--- src/rtl/topeira_game_ctrl.sv ---
// Whack-a-mole round sequencer: LFSR hole pick, timed mole window,
// key-edge scoring with a saturating two-digit BCD score.
//
// Ports:
//   CLOCK_50   in   sole clock, rising edge
//   reset      in   synchronous, active-high
//   start      in   level, sampled only in IDLE/DONE
//   hit[3:0]   in   debounced key levels, one per hole
//   mole[3:0]  out  one-hot lit hole, 0 when dark
//   score_ones out  BCD units digit
//   score_tens out  BCD tens digit
//   hit_ok     out  1-cycle pulse on a correct hit
//   miss       out  1-cycle pulse on a wrong key or timeout
//   busy       out  high in SHOW and GAP
//   game_over  out  high in DONE
module topeira_game_ctrl #(
  parameter int         TICK_DIV   = 50_000_000,
  parameter int         SHOW_TICKS = 2,
  parameter int         GAP_TICKS  = 1,
  parameter int         ROUNDS     = 20,
  parameter logic [7:0] LFSR_SEED  = 8'hA5
) (
  input  logic       CLOCK_50,
  input  logic       reset,
  input  logic       start,
  input  logic [3:0] hit,
  output logic [3:0] mole,
  output logic [3:0] score_ones,
  output logic [3:0] score_tens,
  output logic       hit_ok,
  output logic       miss,
  output logic       busy,
  output logic       game_over
);

  localparam int CW = (TICK_DIV > 1) ? $clog2(TICK_DIV) : 1;
  localparam int TMAX =
    (SHOW_TICKS > GAP_TICKS) ? SHOW_TICKS : GAP_TICKS;
  localparam int TW = $clog2(TMAX + 1);

  localparam logic [CW-1:0] CYC_LAST  = CW'(TICK_DIV - 1);
  localparam logic [TW-1:0] SHOW_LAST = TW'(SHOW_TICKS - 1);
  localparam logic [TW-1:0] GAP_LAST  = TW'(GAP_TICKS - 1);
  localparam logic [7:0]    ROUNDS_L  = 8'(ROUNDS);

  typedef enum logic [1:0] {
    S_IDLE,
    S_SHOW,
    S_GAP,
    S_DONE
  } state_t;

  state_t          r_state;
  logic [7:0]      r_lfsr;
  logic [1:0]      r_prev;
  logic [3:0]      r_hit_q;
  logic [CW-1:0]   r_cyc;
  logic [TW-1:0]   r_tick;
  logic [7:0]      r_round;

  logic            w_fb;
  logic [1:0]      w_pos;
  logic [3:0]      w_edge;
  logic [3:0]      w_mask;
  logic [3:0]      w_new_mask;
  logic            w_wrap;
  logic [CW-1:0]   w_cyc_nxt;
  logic [TW-1:0]   w_tick_nxt;
  logic            w_show_end;
  logic            w_gap_end;
  logic [7:0]      w_round_nxt;
  logic [3:0]      w_ones_nxt;
  logic [3:0]      w_tens_nxt;

  assign w_fb = r_lfsr[7] ^ r_lfsr[5] ^ r_lfsr[4] ^ r_lfsr[3];

  // Bump the candidate so a hole is never lit twice in a row.
  assign w_pos = (r_lfsr[1:0] == r_prev) ?
                 r_lfsr[1:0] + 2'd1 : r_lfsr[1:0];

  assign w_edge     = hit & ~r_hit_q;
  assign w_mask     = 4'b0001 << r_prev;
  assign w_new_mask = 4'b0001 << w_pos;

  assign w_wrap     = (r_cyc == CYC_LAST);
  assign w_cyc_nxt  = w_wrap ? '0 : r_cyc + CW'(1);
  assign w_tick_nxt = w_wrap ? r_tick + TW'(1) : r_tick;
  assign w_show_end = w_wrap && (r_tick == SHOW_LAST);
  assign w_gap_end  = w_wrap && (r_tick == GAP_LAST);

  assign w_round_nxt = r_round + 8'd1;

  always_comb begin
    w_ones_nxt = score_ones;
    w_tens_nxt = score_tens;
    if (!(score_tens == 4'd9 && score_ones == 4'd9)) begin
      if (score_ones == 4'd9) begin
        w_ones_nxt = 4'd0;
        w_tens_nxt = score_tens + 4'd1;
      end else begin
        w_ones_nxt = score_ones + 4'd1;
      end
    end
  end

  always_ff @(posedge CLOCK_50) begin
    if (reset) begin
      r_state    <= S_IDLE;
      r_lfsr     <= LFSR_SEED;
      r_prev     <= 2'd0;
      r_hit_q    <= 4'd0;
      r_cyc      <= '0;
      r_tick     <= '0;
      r_round    <= 8'd0;
      mole       <= 4'd0;
      score_ones <= 4'd0;
      score_tens <= 4'd0;
      hit_ok     <= 1'b0;
      miss       <= 1'b0;
      busy       <= 1'b0;
      game_over  <= 1'b0;
    end else begin
      r_lfsr  <= {r_lfsr[6:0], w_fb};
      r_hit_q <= hit;
      hit_ok  <= 1'b0;
      miss    <= 1'b0;
      unique case (r_state)
        S_IDLE, S_DONE: begin
          if (start) begin
            score_ones <= 4'd0;
            score_tens <= 4'd0;
            r_round    <= 8'd0;
            r_prev     <= w_pos;
            mole       <= w_new_mask;
            r_cyc      <= '0;
            r_tick     <= '0;
            busy       <= 1'b1;
            game_over  <= 1'b0;
            r_state    <= S_SHOW;
          end
        end
        S_SHOW: begin
          r_cyc  <= w_cyc_nxt;
          r_tick <= w_tick_nxt;
          if (w_edge != 4'd0) begin
            // Any stray key in the same cycle spoils a correct hit.
            if (w_edge == w_mask) begin
              hit_ok     <= 1'b1;
              score_ones <= w_ones_nxt;
              score_tens <= w_tens_nxt;
            end else begin
              miss <= 1'b1;
            end
            mole    <= 4'd0;
            r_cyc   <= '0;
            r_tick  <= '0;
            r_state <= S_GAP;
          end else if (w_show_end) begin
            miss    <= 1'b1;
            mole    <= 4'd0;
            r_cyc   <= '0;
            r_tick  <= '0;
            r_state <= S_GAP;
          end
        end
        S_GAP: begin
          r_cyc  <= w_cyc_nxt;
          r_tick <= w_tick_nxt;
          if (w_gap_end) begin
            r_round <= w_round_nxt;
            if (w_round_nxt == ROUNDS_L) begin
              busy      <= 1'b0;
              game_over <= 1'b1;
              r_state   <= S_DONE;
            end else begin
              r_prev  <= w_pos;
              mole    <= w_new_mask;
              r_cyc   <= '0;
              r_tick  <= '0;
              r_state <= S_SHOW;
            end
          end
        end
      endcase
    end
  end

endmodule
--- config.mk ---
export PLATFORM = sky130hd
export DESIGN_NAME = topeira_game_ctrl
export DESIGN_NICKNAME = d
export VERILOG_FILES = /design/src/rtl/topeira_game_ctrl.sv
export SDC_FILE = /design/constraint.sdc
export NUM_CORES = 1
export LEC_CHECK = 0
export ABC_AREA = 1
export BUFFER_PORTS_ARGS = -buffer_cell sky130_fd_sc_hd__buf_2
export CAP_MARGIN = 0
export CORE_ASPECT_RATIO = 0.9
export CORE_MARGIN = 1
export CORE_UTILIZATION = 40
export CTS_CLUSTER_SIZE = 30
export DETAILED_ROUTE_END_ITERATION = 8
export PLACE_DENSITY = 0.61
export RECOVER_POWER = 25
export SYNTH_ARGS = -nofsm -noshare
export SYNTH_HDL_FRONTEND = slang
export SYNTH_SLANG_ARGS = --single-unit
--- constraint.sdc ---
create_clock -name CLOCK_50 -period 2.3 [get_ports CLOCK_50]
set_input_delay 0.115 -clock CLOCK_50 [delete_from_list [all_inputs] [get_ports CLOCK_50]]
set_output_delay 0.115 -clock CLOCK_50 [all_outputs]
set_load 0.05 [all_outputs]
==> impl_metrics.json <==
{
  "outcome": "complete, no violations",
  "async_flop_share": 0,
  "pin_count": 23,
  "io_buffers": 22,
  "cts_setup_buffers": 0,
  "dp_slack_ns": 0.259,
  "fillers": 960,
  "cts_resized": 0,
  "rsz0062_at_grt": "false",
  "setup_ws_ns": 0.188,
  "critical_path_class": "flop to flop",
  "hpwl_um": 6670,
  "start_util": 0.416,
  "yosys.area.top_type_share": 0.356,
  "max-vdd-ir-drop_mv": 0.446,
  "via_per_inst": 4.99,
  "yosysSeqAreaShare": 0.356,
  "groute.layer.met3.usage": 0.0483,
  "setup_viol": 0,
  "grt-ovfl-total": 0,
  "met2_usage": 0.317,
  "fin_tns_setup_ns": 0,
  "slew_violations": 0,
  "place_inst": 709,
  "finalNonFillerCells": 729,
  "grt_max_degree": 27,
  "drtIter0Drc": 224,
  "ant_nets": 0,
  "final.setup_skew_ns": 0.0130,
  "die-height_um": 94.8,
  "ys_types": 39,
  "synth-edff-count": 0,
  "busiest_layer": "met2",
  "vias": 3641,
  "synth_area_mm2": 0.00383,
  "placed_area_mm2": 0.00407,
  "grt_usage": 0.195,
  "crit_fanout": 10,
  "required_ns": 2.53,
  "clk_pin_slew_ns": 0.08,
  "power.leakage_nw": 1.70,
  "yosysTopAreaCell": "dfxtp_1",
  "holdBufCountCts": 4,
  "avgSynthCellArea_um2": 6.67,
  "grt_pass1_vias": 3360,
  "fin_crit_ns": 2.11,
  "chipWidth_um": 105,
  "cts_root_buffer": "clkbuf_8",
  "detail_route.wirelength_um": 9070,
  "clock-sinks": 68,
  "end_kind": "flop",
  "synthCells": 574,
  "hold_viol": 0,
  "area_growth_pct": 13.5,
  "cap_violations": 0,
  "num_antenna_cells": 0,
  "drc_errors": 0,
  "tightest_slew_ns": 0.650,
  "max_slew_margin": 0.566,
  "nNetsFinal": 621,
  "drive_gt1_frac": 0.0890,
  "wire_per_inst_um": 12.4,
  "grt_pass1_wl_um": 15500,
  "cts_buffer_depth": 2,
  "synthFlopType": "dfxtp_1",
  "fmax_ghz": 0.474,
  "htree_levels": 3,
  "coreArea_mm2": 0.00921,
  "synth_seq_cells": 68,
  "rows": 33,
  "arrival_ns": 2.34,
  "ys.warnings.count": 0,
  "period_share": 0.918,
  "yosys-top-cells-area": "dfxtp_1 36%, nand2_1 15%, nor2_1 7.1%, inv_1 6.6%, a21oi_1 6.3%",
  "hold_path.class": "input pin to flop",
  "synthesis.nets": 593,
  "cp-start-kind": "flop",
  "cts_made_buffers": 9,
  "die_area_mm2": 0.00997,
  "insertion_delay_ns": 0.35,
  "design_area_mm2": 0.00434,
  "use_met1": 0.260,
  "power_density_mw_per_mm2": 819,
  "drt-pass1-iter-count": 5,
  "cts_tree": "yes",
  "gp_congestion": 0.900,
  "antenna_found_initial": 0
}
synth_stat cells (3+ instances only):
| library cell | instances |
|---|---|
| a21oi_1 | 48 |
| o21ai_0 | 15 |
| ha_1 | 12 |
| xor2_1 | 8 |
| nand4_1 | 25 |
| o211ai_1 | 3 |
| nand2_1 | 152 |
| dfxtp_1 | 68 |
| buf_2 | 8 |
| inv_1 | 67 |
| nand2_2 | 3 |
| nor4_1 | 3 |
| or2_2 | 3 |
| nor2_4 | 3 |
| nor2_1 | 72 |
| xnor2_1 | 5 |
| clkbuf_1 | 6 |
| nand3_1 | 40 |
| nor3_1 | 9 |
where the power goes:
part | switching (mW) | internal (mW) | leakage (nW)
sequential | 0.0837 | 1.27 | 0.554
combinational | 0.703 | 0.264 | 1.03
clock | 0.510 | 0.728 | 0.120
total | 1.30 | 2.26 | 1.70
kinds of logic after synthesis:
kind of cell    after synthesis  share of synthesized area
compound gates               74                      0.109
xor+xnor                     13                     0.0297
fa+ha+maj                    12                     0.0392
buf+inv                      86                     0.0879
flops                        68                      0.356
simple gates                321                      0.379
worst paths after layout:
| kind | startpoint | to | slack (ns) | cells past startpoint |
|---|---|---|---|---|
| worst min-delay path | reset | score_ones[1] | 0.24 | 3 |
| worst max register to register | r_state[0] | score_tens[1] | 0.19 | 8 |
| worst min register to register | r_lfsr[6] | r_lfsr[7] | 0.42 | 1 |
| worst max-delay path | r_state[0] | score_tens[1] | 0.19 | 8 |
worst max-delay path: stages (launching register included):
cell and delay [ns]:
dfxtp_1 0.37, inv_1 0.07, ha_1 0.35, inv_1 0.21, nor2_2 0.08, a41oi_2 0.43
nand3_1 0.24, nand2_1 0.14, o21ai_0 0.09
layout by cell type (no fill, tap or decap), drive strengths merged, types with 9 or more instances in the layout:
master | Yosys | routed
nand3 | 43 | 43
nor3 | 9 | 9
a21oi | 49 | 49
nand2 | 156 | 156
dfxtp | 68 | 68
nand4 | 26 | 26
clkbuf | 6 | 22
nor2 | 78 | 78
buf | 10 | 16
ha | 12 | 12
o21ai | 15 | 15
inv | 69 | 70
layout make-up:
type	instances	area (µm²)	share of cell area
clock inverters	7	124	0.0285
clock buffers	9	124	0.0285
multi-input cells	420	2130	0.491
well taps	122	153	0.0351
flip-flops and latches	68	1360	0.313
inverters	70	263	0.0605
repair buffers	33	186	0.0429
flip-flops by register name, indices dropped and copies added (netlist names):
register / flops
busy: 1
game_over: 1
hit_ok: 1
miss: 1
mole: 4
r_cyc: 26
r_hit_q: 4
r_lfsr: 8
r_prev: 2
r_round: 8
r_state: 2
r_tick: 2
score_ones: 4
score_tens: 4
stage by stage:
stage               utilization  hold WS, ns  total power [mW]
floorplan                     -        0.222              2.11
global placement          0.442        0.334              2.33
detailed placement        0.442        0.342              2.34
CTS                       0.474        0.238              3.59
global route              0.472        0.245              3.76
finish                    0.472        0.242              3.56
layer usage:
layer,wire (µm),share of wire
met5,0,0
met1,4680,0.52
met4,80,0.0088
met2,4040,0.44
met3,278,0.031
Note: power is estimated with default switching activity, not from simulation.
